**src/rtl/sat_alarm_monitor_pkg.sv**
```systemverilog
// Shared types and helpers for the saturation-alarm monitor.
package sat_alarm_monitor_pkg;

   typedef enum logic {
      ST_RUN    = 1'b0,
      ST_REPORT = 1'b1
   } mon_state_e;

   // Increment that holds at the all-ones value of a w-bit counter.
   function automatic logic [31:0] sat_inc(
      input logic [31:0] v,
      input int unsigned w
   );
      logic [31:0] m;
      m = 32'hFFFF_FFFF >> (32 - w);
      return (v >= m) ? v : v + 32'd1;
   endfunction

endpackage

```
**src/rtl/sat_window_counter.sv**
```systemverilog
// Per-window sample index and event accumulator.
module sat_window_counter
   import sat_alarm_monitor_pkg::*;
#(
   parameter int WINDOW = 1024,
   parameter int CNT_W  = 11
) (
   input  logic             i_clk,
   input  logic             i_rst_n,
   input  logic             i_clear,
   input  logic             i_valid,
   input  logic             i_sat_alarm,
   output logic             o_last,
   output logic [CNT_W-1:0] o_sum
);

   localparam int IDX_W = $clog2(WINDOW);

   logic [IDX_W-1:0] r_idx;
   logic [CNT_W-1:0] r_acc;

   assign o_sum  = r_acc + {{(CNT_W-1){1'b0}}, i_sat_alarm};
   assign o_last = i_valid & (r_idx == IDX_W'(WINDOW - 1));

   always_ff @(posedge i_clk or negedge i_rst_n) begin
      if (!i_rst_n) begin
         r_idx <= '0;
         r_acc <= '0;
      end else if (i_clear) begin
         r_idx <= '0;
         r_acc <= '0;
      end else if (i_valid) begin
         if (o_last) begin
            r_idx <= '0;
            r_acc <= '0;
         end else begin
            r_idx <= r_idx + 1'b1;
            r_acc <= o_sum;
         end
      end
   end

endmodule

```
**src/rtl/sat_alarm_monitor.sv**
```systemverilog
// Saturation-alarm monitor: windowed counts, peak, lifetime total, irq.
module sat_alarm_monitor
   import sat_alarm_monitor_pkg::*;
#(
   parameter  int WINDOW    = 1024,
   parameter  int THRESHOLD = 16,
   parameter  int TOTAL_W   = 16,
   localparam int CNT_W     = $clog2(WINDOW + 1)
) (
   input  logic               clk_i,
   input  logic               rst_n_i,
   input  logic               valid_i,
   input  logic               sat_alarm_i,
   input  logic               clear_i,
   input  logic               irq_ack_i,
   output logic [CNT_W-1:0]   window_cnt_o,
   output logic               window_done_o,
   output logic [CNT_W-1:0]   peak_cnt_o,
   output logic [TOTAL_W-1:0] total_o,
   output logic               sticky_o,
   output logic               irq_o
);

   mon_state_e         r_state;
   mon_state_e         w_state_nxt;
   logic               w_done;
   logic               w_last;
   logic               w_hit;
   logic [CNT_W-1:0]   w_sum;
   logic [CNT_W-1:0]   r_win;
   logic [CNT_W-1:0]   r_peak;
   logic [TOTAL_W-1:0] r_total;
   logic               r_sticky;
   logic               r_irq;

   assign w_hit = valid_i & sat_alarm_i;

   sat_window_counter #(
      .WINDOW (WINDOW),
      .CNT_W  (CNT_W)
   ) u_win (
      .i_clk       (clk_i),
      .i_rst_n     (rst_n_i),
      .i_clear     (clear_i),
      .i_valid     (valid_i),
      .i_sat_alarm (sat_alarm_i),
      .o_last      (w_last),
      .o_sum       (w_sum)
   );

   always_ff @(posedge clk_i or negedge rst_n_i) begin
      if (!rst_n_i) r_state <= ST_RUN;
      else          r_state <= w_state_nxt;
   end

   always_comb begin
      w_state_nxt = r_state;
      w_done      = 1'b0;
      unique case (r_state)
         ST_RUN: begin
            if (w_last) w_state_nxt = ST_REPORT;
         end
         ST_REPORT: begin
            w_done      = 1'b1;
            w_state_nxt = ST_RUN;
         end
         default: w_state_nxt = ST_RUN;
      endcase
      if (clear_i) w_state_nxt = ST_RUN;
   end

   always_ff @(posedge clk_i or negedge rst_n_i) begin
      if (!rst_n_i) begin
         r_win    <= '0;
         r_peak   <= '0;
         r_total  <= '0;
         r_sticky <= 1'b0;
         r_irq    <= 1'b0;
      end else if (clear_i) begin
         r_win    <= '0;
         r_peak   <= '0;
         r_total  <= '0;
         r_sticky <= 1'b0;
         r_irq    <= 1'b0;
      end else begin
         if (w_last) r_win <= w_sum;
         if (w_hit) begin
            r_total  <= TOTAL_W'(sat_inc(32'(r_total), TOTAL_W));
            r_sticky <= 1'b1;
         end
         if (w_done && (r_win > r_peak)) r_peak <= r_win;
         // A threshold hit in REPORT outranks a coincident acknowledge.
         if (w_done && (r_win >= CNT_W'(THRESHOLD))) r_irq <= 1'b1;
         else if (irq_ack_i)                          r_irq <= 1'b0;
      end
   end

   assign window_cnt_o  = r_win;
   assign window_done_o = w_done;
   assign peak_cnt_o    = r_peak;
   assign total_o       = r_total;
   assign sticky_o      = r_sticky;
   assign irq_o         = r_irq;

endmodule

```
**config.mk**
```make
export PLATFORM = sky130hd
export DESIGN_NAME = sat_alarm_monitor
export DESIGN_NICKNAME = d
export VERILOG_FILES = /design/src/rtl/sat_alarm_monitor_pkg.sv /design/src/rtl/sat_window_counter.sv /design/src/rtl/sat_alarm_monitor.sv
export SDC_FILE = /design/constraint.sdc
export NUM_CORES = 1
export LEC_CHECK = 0
export BUFFER_PORTS_ARGS = -buffer_cell sky130_fd_sc_hd__buf_2
export CORE_MARGIN = 1.5
export CORE_UTILIZATION = 55
export DETAILED_ROUTE_END_ITERATION = 6
export HOLD_SLACK_MARGIN = 0.03
export PLACE_DENSITY = 0.77
export SETUP_SLACK_MARGIN = 0.2
export SLEW_MARGIN = 0
export SYNTH_ARGS = -nofsm -noshare
export SYNTH_HDL_FRONTEND = slang
export SYNTH_HIERARCHICAL = 1
export SYNTH_SLANG_ARGS = --single-unit
```
**constraint.sdc**
```tcl
create_clock -name clk_i -period 2.2 [get_ports clk_i]
set_clock_uncertainty 0.1 [all_clocks]
set_input_delay 0.22 -clock clk_i [delete_from_list [all_inputs] [get_ports clk_i]]
set_output_delay 0.22 -clock clk_i [all_outputs]
set_load 0.02 [all_outputs]
```
==> results.py <==
metrics = {
    "die": {
        "fp.dieH_um": 83.0,
        "rows": 28,
        "fp.dieW_um": 83.0,
        "core_mm2": 0.00606,
        "pin_count": 47,
        "start_util_pct": 58.1,
        "die_area_mm2": 0.00689,
    },
    "cells_and_area": {
        "regArea_mm2": 0.00155,
        "diodes": 0,
        "fillers": 490,
        "final_cell_mix": "dfrtp_1 (61), buf_2 (46), nor2_1 (44)",
        "layout_commonest_cell": "dfrtp_1",
        "multi_input_area_mm2": 0.00186,
        "nets": 408,
        "drive_gt1_share_pct": 26.3,
        "final_area_mm2": 0.00406,
        "area_growth_pct": 15.3,
    },
    "logic_synthesis": {
        "yosys_warnings": 6,
        "synth_area_mm2": 0.00352,
        "syn-num-nets": 359,
        "syn_avg_cell_area_um2": 10.4,
        "async_flop_share_pct": 100,
        "synth_cells": 338,
        "synth_ff_type": "dfrtp_1",
        "ys_ff_latch": 62,
        "post_synth_num_cell_types": 51,
        "synth-edff-count": 0,
        "yosysSeqAreaShare_pct": 44.1,
    },
    "global_route": {
        "grt_pass1_vias": 2539,
        "grt-ovfl-total": 0,
        "gr-usage-all-layers_pct": 22.1,
        "grt_max_degree": 63,
        "grt_pass1_wl_um": 12300,
        "antenna_found_initial": 0,
    },
    "clock_tree": {
        "clock_latency_ns": 0.33,
        "path_clk_slew_ns": 0.07,
        "htreeDepth": 3,
        "cts_sinks": 62,
        "cts_made_buffers": 9,
        "cts_tree": "done",
        "root_buffer": "clkbuf_8",
        "cts_buffer_depth": 2,
    },
    "timing": {
        "slew_violations": 0,
        "whs_ns": 0.0449,
        "hold_violations": 0,
        "tightest_slew_ns": 0.498,
        "finalCriticalPeriod_ns": 1.94,
        "fin_crit_sh_pct": 88.0,
        "clock.fmax_ghz": 0.516,
        "relSlewSlack_pct": 66.4,
        "tns_ns": 0,
        "finalSetupViolCount": 0,
        "rsz0062_at_grt": "false",
    },
    "min_path": {
        "min_path_type": "input pin to flop",
        "min_to": "irq_o",
        "worstHoldPathCells": 3,
        "hp-start": "irq_ack_i",
    },
    "route": {
        "drtIter0Drc": 144,
        "final_antenna_net_count": 0,
        "drc": 0,
        "routed_wl_um": 7450,
        "drt-pass1-iter-count": 4,
        "vias": 2668,
        "post_drt_via_cell_ratio": 5.73,
        "wl_per_cell_um": 16.0,
    },
    "critical_path": {
        "r2r-end": "peak_cnt_o[8]",
        "crit_required_ns": 2.35,
        "critical_path.cell_chain": "ha_1, nand3_2, nor3_2, a221oi_2, a21oi_2, buf_6, mux2i_1",
        "crit-reg2reg-launch": "window_cnt_o[9]",
        "path_class": "flop to flop",
        "cp.buffers_inverters": 1,
        "cpMaxStageDelayCell": "dfrtp_1",
        "arrival_ns": 2.09,
        "critical_path.top_delay_family": "flip-flops",
        "r2r.worst_path.cells": 7,
        "cp-end-kind": "flop",
        "cp_max_fo": 6,
        "worst_path_largest_cell_delay_ns": 0.44,
        "regToRegSetupSlack_ns": 0.26,
        "cp-start-kind": "flop",
    },
    "placement": {
        "place.gp.congestion": 0.879,
        "dp_hpwl_um": 5060,
        "placed_area_mm2": 0.00381,
        "portBuffers": 46,
    },
    "power_and_ir_drop": {
        "irDropWorstVdd_v": 0.000438,
        "powerDensity_mw_per_mm2": 529,
        "leakagePower_nw": 1.91,
    },
    "run": {
        "drv_cap": 0,
    },
    "outcome": {
        "run_status": "completed",
    },
}
[tightest hold or removal path, stage by stage]
cell	delay, ns
buf_2	0.07
nand2b_1	0.08
a21oi_1	0.06
[state kept, by name (all words and copies together) (netlist names)]
name	flops
window_cnt_o	11
total_o	16
peak_cnt_o	11
r_state	1
u_win/r_acc	11
u_win/r_idx	10
sticky_o	1
irq_o	1
[kinds of logic (layout without fill, tap and decap cells)]
group                      count (synthesis)  count (layout)  synth area share (%)
muxes                                     25              25                  7.18
DFF                                       62              62                  44.1
xor gates and xnor gates                  31              31                  7.72
AOI/OAI and AO/OA                         42              42                  9.78
and+or+nand+nor                          134             134                  21.5
buffers and inverters                     29              82                  4.41
adders and majority gates                 15              15                  5.33
[report_power, final]
part           switching, mW  internal (mW)  total (mW)
sequential            0.0108           1.15        1.16
clock                  0.406          0.464       0.870
combinational         0.0747         0.0419       0.117
[through the flow]
stage               power, mW  utilization, %  cells  setup WS (ns)
global placement         1.29            62.9    449          0.328
global route             2.23            66.9    466          0.163
finish                   2.15            66.9    466          0.263
floorplan                1.25               -    338          0.202
detailed placement       1.30            62.9    449          0.242
CTS                      2.17            65.9    465          0.212
[area by class of cell]
type	count	area share [%]
clock inverter	1	0.123
clock buffer	14	4.01
multi-input combinational	247	45.9
sequential	62	38.3
timing repair buffer	56	8.39
inverter	11	1.02
tap	75	2.31
[routing by layer]
layer	GRT usage [%]	share of wire, %
met5	0	0
met2	32.7	47
met3	4.08	3.9
met4	9.09	1.5
met1	31.9	48
[cell usage after synthesis, types with 2 or more instances]
master     count  share of area (%)
clkbuf_1      10                1.1
o211ai_1       3               0.64
and4_1         4                1.0
o21ai_0        2               0.28
and3_2         2               0.43
or4_1          2               0.43
nor3_1         2               0.28
dfrtp_1       62                 44
nand2_1       16                1.7
mux2i_1       23                6.5
mux2_2         2               0.64
a211oi_1       2               0.43
and3_1         6                1.1
inv_1         11                1.2
xor2_1        16                4.0
o2111ai_1      4                1.0
ha_1          15                5.3
nor2_1        44                4.7
and4_4         3               0.96
buf_6          3               0.96
nand4_4        2                1.2
o41ai_1        2               0.50
nor3b_1        2               0.43
a21o_2         3               0.75
xnor2_1       15                3.7
nand2b_1      23                4.1
and2_4         2               0.50
nand3_1       11                1.6
a21oi_1        9                1.3
a22o_2         9                2.6
nand4_1        8                1.4
[timing repair]
action / in CTS / in global routing
hold buffers: 1 / 0
endpoints found under the setup margin: 0 / 23
gates resized for setup: 0 / 13
buffers inserted: 0 / 0
endpoints found under the hold margin: 62 / 0
[worst max path at each step]
| stage | start | end | slack, ns | cells past startpoint |
|---|---|---|---|---|
| 5_1_grt | window_cnt_o[9] | peak_cnt_o[6] | 0.16 | 7 |
| 3_3_place_gp | window_cnt_o[2] | peak_cnt_o[9] | 0.33 | 7 |
| 2_1_floorplan | u_win/r_idx[0] | window_cnt_o[10] | 0.20 | 6 |
| 3_5_place_dp | u_win/r_idx[0] | u_win/r_idx[4] | 0.24 | 5 |
| 6_report | window_cnt_o[9] | peak_cnt_o[8] | 0.26 | 7 |
| 4_1_cts | window_cnt_o[10] | peak_cnt_o[8] | 0.21 | 7 |
No activity file was read; power rests on OpenSTA's default activity.
